[config.mk]
export PLATFORM = sky130hd
export DESIGN_NAME = pfd_lock_ctrl
export DESIGN_NICKNAME = d
export VERILOG_FILES = /design/src/rtl/pfd_lock_ctrl_pkg.sv /design/src/rtl/pfd_err_window.sv /design/src/rtl/pfd_lock_ctrl.sv
export SDC_FILE = /design/constraint.sdc
export NUM_CORES = 1
export LEC_CHECK = 0
export ABC_AREA = 1
export BUFFER_PORTS_ARGS = -buffer_cell sky130_fd_sc_hd__buf_2
export CORE_ASPECT_RATIO = 1.2
export CORE_UTILIZATION = 30
export DETAILED_ROUTE_END_ITERATION = 8
export MAX_ROUTING_LAYER = met4
export PLACE_DENSITY = 0.48
export SKIP_CTS_REPAIR_TIMING = 1
export SYNTH_ARGS = -nofsm -noshare
export SYNTH_HDL_FRONTEND = slang
export SYNTH_HIERARCHICAL = 1
export SYNTH_SLANG_ARGS = --single-unit
[constraint.sdc]
create_clock -name clk -period 7.6 [get_ports clk]
set_input_delay 1.14 -clock clk [delete_from_list [all_inputs] [get_ports clk]]
set_output_delay 1.14 -clock clk [all_outputs]
set_load 0.1 [all_outputs]
[src/rtl/pfd_lock_ctrl_pkg.sv]
// Shared types and helpers for the PFD lock controller.
//  pfd_state_e : controller state encoding, also visible on the state debug port
//  ctrl_out_t  : registered control bundle driven towards the PFD/charge-pump macro
//  cnt_width   : width needed to hold 0..n-1 (never less than one bit)
package pfd_lock_ctrl_pkg;

    localparam int unsigned STATE_W = 3;

    typedef enum logic [STATE_W-1:0] {
        ST_IDLE    = 3'd0,
        ST_SETTLE  = 3'd1,
        ST_ACQUIRE = 3'd2,
        ST_LOCKED  = 3'd3,
        ST_FAULT   = 3'd4
    } pfd_state_e;

    typedef struct packed {
        logic pfd_resetb;
        logic cp_en;
        logic fast_mode;
        logic locked;
        logic fault;
    } ctrl_out_t;

    function automatic int unsigned cnt_width(input int unsigned n);
        return (n < 2) ? 32'd1 : 32'($clog2(n));
    endfunction

endpackage

[src/rtl/pfd_err_window.sv]
// Per-reference-period phase error window.
//  clk, resetb      : clock, asynchronous active-low reset
//  win_en_i         : window active (loop running); low clears count and window-valid
//  clr_i            : clears err_last_o (loop disabled)
//  up_s_i, down_s_i : synchronised PFD flags; exactly one high counts as an error cycle
//  ref_tick_i       : closes the current window (its own sample included)
//  score_valid_o_c  : one-cycle pulse, a scored window closed this cycle
//  score_good_o_c   : that window's final count was within tolerance
//  err_last_o       : final count of the last scored window
module pfd_err_window #(
    parameter int unsigned CNT_W    = 8,
    parameter int unsigned LOCK_TOL = 2
) (
    input  logic             clk,
    input  logic             resetb,
    input  logic             win_en_i,
    input  logic             clr_i,
    input  logic             up_s_i,
    input  logic             down_s_i,
    input  logic             ref_tick_i,
    output logic             score_valid_o_c,
    output logic             score_good_o_c,
    output logic [CNT_W-1:0] err_last_o
);

    localparam logic [CNT_W-1:0] CNT_MAX = '1;

    logic [CNT_W-1:0] err_cnt_q, err_cnt_d;
    logic [CNT_W-1:0] err_last_q, err_last_d;
    logic [CNT_W-1:0] err_final;
    logic             win_valid_q, win_valid_d;
    logic             err_hit;

    // Both flags high is the PFD reset overlap, not phase error.
    assign err_hit = up_s_i ^ down_s_i;

    // Count, close and score the window; the first tick only opens it.
    always_comb begin
        err_final       = err_cnt_q;
        err_cnt_d       = err_cnt_q;
        err_last_d      = err_last_q;
        win_valid_d     = win_valid_q;
        score_valid_o_c = 1'b0;
        score_good_o_c  = 1'b0;

        if (err_hit && (err_cnt_q != CNT_MAX)) begin
            err_final = err_cnt_q + CNT_W'(1);
        end

        if (!win_en_i) begin
            err_cnt_d   = '0;
            win_valid_d = 1'b0;
        end else if (ref_tick_i) begin
            err_cnt_d   = '0;
            win_valid_d = 1'b1;
            if (win_valid_q) begin
                score_valid_o_c = 1'b1;
                score_good_o_c  = (err_final <= CNT_W'(LOCK_TOL));
                err_last_d      = err_final;
            end
        end else begin
            err_cnt_d = err_final;
        end

        if (clr_i) begin
            err_last_d = '0;
        end
    end

    always_ff @(posedge clk or negedge resetb) begin
        if (!resetb) begin
            err_cnt_q   <= '0;
            err_last_q  <= '0;
            win_valid_q <= 1'b0;
        end else begin
            err_cnt_q   <= err_cnt_d;
            err_last_q  <= err_last_d;
            win_valid_q <= win_valid_d;
        end
    end

    assign err_last_o = err_last_q;

endmodule

[src/rtl/pfd_lock_ctrl.sv]
// Sequencer and lock detector for the NOR-based PFD and its charge pump.
//  clk, resetb  : clock, asynchronous active-low reset
//  enable       : run the loop; low returns to IDLE next cycle
//  up_s, down_s : synchronised PFD up/down flags
//  ref_tick     : one-cycle pulse per reference edge
//  pfd_resetb   : low holds the PFD in reset
//  cp_en        : charge pump enable
//  fast_mode    : acquisition (high-bandwidth) current select
//  locked       : lock indicator
//  fault        : reference-loss indicator, sticky until enable drops
//  state        : current controller state (debug)
//  err_last     : error count of the last scored reference period
module pfd_lock_ctrl
    import pfd_lock_ctrl_pkg::*;
#(
    parameter int unsigned CNT_W       = 8,
    parameter int unsigned LOCK_TOL    = 2,
    parameter int unsigned LOCK_CNT    = 16,
    parameter int unsigned UNLOCK_CNT  = 4,
    parameter int unsigned SETTLE_CYC  = 32,
    parameter int unsigned REF_TIMEOUT = 1024
) (
    input  logic               clk,
    input  logic               resetb,
    input  logic               enable,
    input  logic               up_s,
    input  logic               down_s,
    input  logic               ref_tick,
    output logic               pfd_resetb,
    output logic               cp_en,
    output logic               fast_mode,
    output logic               locked,
    output logic               fault,
    output logic [STATE_W-1:0] state,
    output logic [CNT_W-1:0]   err_last
);

    localparam int unsigned SETTLE_W = cnt_width(SETTLE_CYC);
    localparam int unsigned GOOD_W   = cnt_width(LOCK_CNT + 1);
    localparam int unsigned BAD_W    = cnt_width(UNLOCK_CNT + 1);
    localparam int unsigned WD_W     = cnt_width(REF_TIMEOUT);

    pfd_state_e          state_q, state_d;
    logic [SETTLE_W-1:0] settle_q, settle_d;
    logic [GOOD_W-1:0]   good_q, good_d;
    logic [BAD_W-1:0]    bad_q, bad_d;
    logic [WD_W-1:0]     wd_q, wd_d;
    ctrl_out_t           out_q, out_d;
    logic                in_loop;
    logic                score_valid_c;
    logic                score_good_c;

    assign in_loop = (state_q == ST_ACQUIRE) || (state_q == ST_LOCKED);

    pfd_err_window #(
        .CNT_W    (CNT_W),
        .LOCK_TOL (LOCK_TOL)
    ) u_err_window (
        .clk             (clk),
        .resetb          (resetb),
        .win_en_i        (in_loop),
        .clr_i           (!enable),
        .up_s_i          (up_s),
        .down_s_i        (down_s),
        .ref_tick_i      (ref_tick),
        .score_valid_o_c (score_valid_c),
        .score_good_o_c  (score_good_c),
        .err_last_o      (err_last)
    );

    // Next state, counters and the output set of the next state.
    always_comb begin
        state_d  = state_q;
        settle_d = settle_q;
        good_d   = good_q;
        bad_d    = bad_q;
        wd_d     = wd_q;
        out_d    = '0;

        case (state_q)
            ST_IDLE: begin
                if (enable) begin
                    state_d = ST_SETTLE;
                end
            end
            ST_SETTLE: begin
                if (settle_q == SETTLE_W'(SETTLE_CYC - 1)) begin
                    state_d = ST_ACQUIRE;
                end else begin
                    settle_d = settle_q + SETTLE_W'(1);
                end
            end
            ST_ACQUIRE: begin
                if (score_valid_c) begin
                    if (score_good_c) begin
                        bad_d = '0;
                        if (good_q == GOOD_W'(LOCK_CNT - 1)) begin
                            good_d  = GOOD_W'(LOCK_CNT);
                            state_d = ST_LOCKED;
                        end else begin
                            good_d = good_q + GOOD_W'(1);
                        end
                    end else begin
                        good_d = '0;
                        if (bad_q != BAD_W'(UNLOCK_CNT)) begin
                            bad_d = bad_q + BAD_W'(1);
                        end
                    end
                end
            end
            ST_LOCKED: begin
                if (score_valid_c) begin
                    if (score_good_c) begin
                        bad_d = '0;
                        if (good_q != GOOD_W'(LOCK_CNT)) begin
                            good_d = good_q + GOOD_W'(1);
                        end
                    end else begin
                        good_d = '0;
                        if (bad_q == BAD_W'(UNLOCK_CNT - 1)) begin
                            bad_d   = '0;
                            state_d = ST_ACQUIRE;
                        end else begin
                            bad_d = bad_q + BAD_W'(1);
                        end
                    end
                end
            end
            ST_FAULT: begin
                state_d = ST_FAULT;
            end
            default: begin
                state_d = ST_IDLE;
            end
        endcase

        // Reference watchdog; a tick on the final cycle still rescues the loop.
        if (in_loop) begin
            if (ref_tick) begin
                wd_d = '0;
            end else if (wd_q == WD_W'(REF_TIMEOUT - 1)) begin
                state_d = ST_FAULT;
            end else begin
                wd_d = wd_q + WD_W'(1);
            end
        end

        if (!enable) begin
            state_d = ST_IDLE;
        end

        // Counters restart on every fresh entry into their state.
        if (state_d != ST_SETTLE) begin
            settle_d = '0;
        end
        if ((state_d != ST_ACQUIRE) && (state_d != ST_LOCKED)) begin
            good_d = '0;
            bad_d  = '0;
            wd_d   = '0;
        end

        case (state_d)
            ST_ACQUIRE: begin
                out_d.pfd_resetb = 1'b1;
                out_d.cp_en      = 1'b1;
                out_d.fast_mode  = 1'b1;
            end
            ST_LOCKED: begin
                out_d.pfd_resetb = 1'b1;
                out_d.cp_en      = 1'b1;
                out_d.locked     = 1'b1;
            end
            ST_FAULT: begin
                out_d.fault = 1'b1;
            end
            default: begin
                out_d = '0;
            end
        endcase
    end

    always_ff @(posedge clk or negedge resetb) begin
        if (!resetb) begin
            state_q  <= ST_IDLE;
            settle_q <= '0;
            good_q   <= '0;
            bad_q    <= '0;
            wd_q     <= '0;
            out_q    <= '0;
        end else begin
            state_q  <= state_d;
            settle_q <= settle_d;
            good_q   <= good_d;
            bad_q    <= bad_d;
            wd_q     <= wd_d;
            out_q    <= out_d;
        end
    end

    assign pfd_resetb = out_q.pfd_resetb;
    assign cp_en      = out_q.cp_en;
    assign fast_mode  = out_q.fast_mode;
    assign locked     = out_q.locked;
    assign fault      = out_q.fault;
    assign state      = state_q;

endmodule

==> out/metrics.cfg <==
[sta]
max_freq_ghz=0.328
whs_ps=514
relSlewSlack=0.500
fin_crit_sh=0.401
rsz0062_at_grt=no
fin_skew_ps=4.29
finalHoldViolCount=0
final.min_clock_period_ps=3050
worst_pin_slew_ps=749
maxSlewViolCount=0
setup_viol=0
setup-tns-final_ps=0

[die]
ioPinCount=22
die_h_um=108
row_count=38
die_area_mm2=0.00984
coreArea_mm2=0.00913
die_x_um=90.7
start_util=0.310

[logic_synthesis]
synth_area_leaders=dfrtp_1 42%, nand2_1 11%, nand3_1 7.1%
ys_seq_elements=47
yosysWarnings=6
synthArstFlopShare=1.00
netlist_area_mm2=0.00283
synthXorXnorAreaFrac=0.0278
postSynthCellCount=361
yosys.area.top_type=dfrtp_1
synth_compound_area_frac=0.0667
synthFlopType=dfrtp_1
netlist.area_leader.share=0.415
synth_edf_count=0
synth-simple-area-share=0.361
synthAdderAreaFrac=0.0486
synth_top_family_by_area=simple AND/OR/NAND/NOR gates
ys_seq_area_frac=0.415
syn_nets=378
yosys.cell_types.count=35
synth.area.mux_share=0
syn_avg_cell_area_um2=7.85

[routing]
drc=0
first_pass_iters=4
vias=2339
ant_nets=0
drt_iter0_drc=86
totalWireLength_mm=6.16
via_per_inst=4.61
wl_per_cell_um=12.1

[clock_network]
clock_sinks=47
clockRootBuffer=clkbuf_8
cts_tree=built
clockBufferDepth=2
cts.clk_slew.worst_paths_ps=90
htree_levels=2
clock_latency_ps=300
numCtsBuffers=5

[placement]
placed_cells=499
place.gp.congestion=0.771
place_area_mm2=0.00305
hpwlAfterDp_mm=4.54
io_buffers=21

[worst_hold_path]
holdPathStages=2
holdPathEnd=u_err_window/err_last_o[5]
hp-class=flip-flop to flip-flop
holdCritStartpoint=u_err_window/err_last_o[5]

[run_status]
status=complete, no violations

[finish]
diodes=0
fin_area_mm2=0.00319
final_core_util=0.349
final_common_cell=nand2_1
area_growth_pct=12.4
drive_above_1_share=0.178
final_cell_mix=84 x nand2_1, 47 x dfrtp_1, 43 x inv_1
finalNonFillerCells=507
nets=403

[setup_path]
r2r_end=settle_q[3]
r2r_start=state[1]
startpoint_type=flip-flop
worst_r2r_path_depth=16
worstSetupPathType=flip-flop to flip-flop
rrSetupSlack_ps=4550
crit_arrival_ps=3270
crit_fanout=18
worstSetupEndpointType=flip-flop
crit_required_ps=7830

[power]
p_per_area_mw_per_mm2=156
peakVddDrop_mv=0.0782
p_leak_nw=1.49

[global_route]
antenna_found_initial=0
grt-ovfl-total=0
grt_usage=0.145
grt_max_degree=48
grt_pass1_wl_mm=11.1
grt_pass1_vias=2333

[flow_run]
maxCapViolCount=0

critical path, cell delays in order (launching register included):
cell,delay [ps]
dfrtp_1,450
inv_1,70
nor2_2,580
inv_2,90
nor3_2,330
inv_2,150
nor2_2,150
nand3_1,80
nor2_1,190
inv_1,130
nand3_1,80
nand3_1,60
nand2_1,110
nor2_1,60
nor2_4,100
nand3_1,190
nor2_1,150
through the flow:
stage                     total power [mW]  setup slack (ps)
after detailed placement             0.284              4350
after global placement               0.283              4420
after global routing                 0.516              4060
after CTS                            0.506              4530
after floorplan                      0.272              4470
final                                0.496              4550
cells in the mapped netlist (5+ instances only):
library cell and count:
xor2_1 7, nand2_1 84, a21oi_1 15, nor2_1 39, nand4_1 9, nor2_2 11, ha_1 11, a21oi_2 6
nand3_1 40, inv_1 43, dfrtp_1 47, o21ai_1 5, nand2_2 6
power by group:
part	internal, mW	switching, mW
combinational	0.00544	0.0195
clock	0.132	0.0872
sequential	0.251	0.00173
state kept, by name, indices dropped and copies added (netlist names):
name / count
wd_q: 10
u_err_window/err_cnt_q: 8
u_err_window/err_last_o: 8
good_q: 5
settle_q: 5
bad_q: 3
state: 3
cp_en: 1
fast_mode: 1
fault: 1
locked: 1
u_err_window/win_valid_q: 1
final cells by class:
class | instances | area (µm²)
Timing Repair Buffer | 22 | 113
Clock buffer | 6 | 72.6
Tap cell | 120 | 150
Fill cell | 1010 | 5940
Inverter | 49 | 186
Clock inverter | 2 | 60.1
Sequential cell | 47 | 1180
Multi-Input combinational cell | 261 | 1430
cells by family after synthesis:
kind of cell	count (synthesis)
flops	47
fa+ha+maj	11
xor+xnor	9
compound gates	32
simple gates	209
buf+inv	53
routing by layer:
metal	vias to the layer above	global-route usage	routed length, µm
li1	1206	-	-
met1	1106	0.188	3030
met2	21	0.236	2960
met3	6	0.0197	97
met4	0	0.0426	75
met5	-	-	0
how the worst max path moves through the flow:
stage	to	startpoint	slack, ps	cells after the start
finish	settle_q[3]	state[1]	4550	16
global route	settle_q[3]	state[1]	4060	16
CTS	settle_q[3]	state[1]	4530	16
detailed placement	settle_q[3]	ref_tick	4350	15
global placement	settle_q[3]	ref_tick	4420	15
floorplan	settle_q[0]	state[1]	4470	17
(Power assumes the default switching activity.)
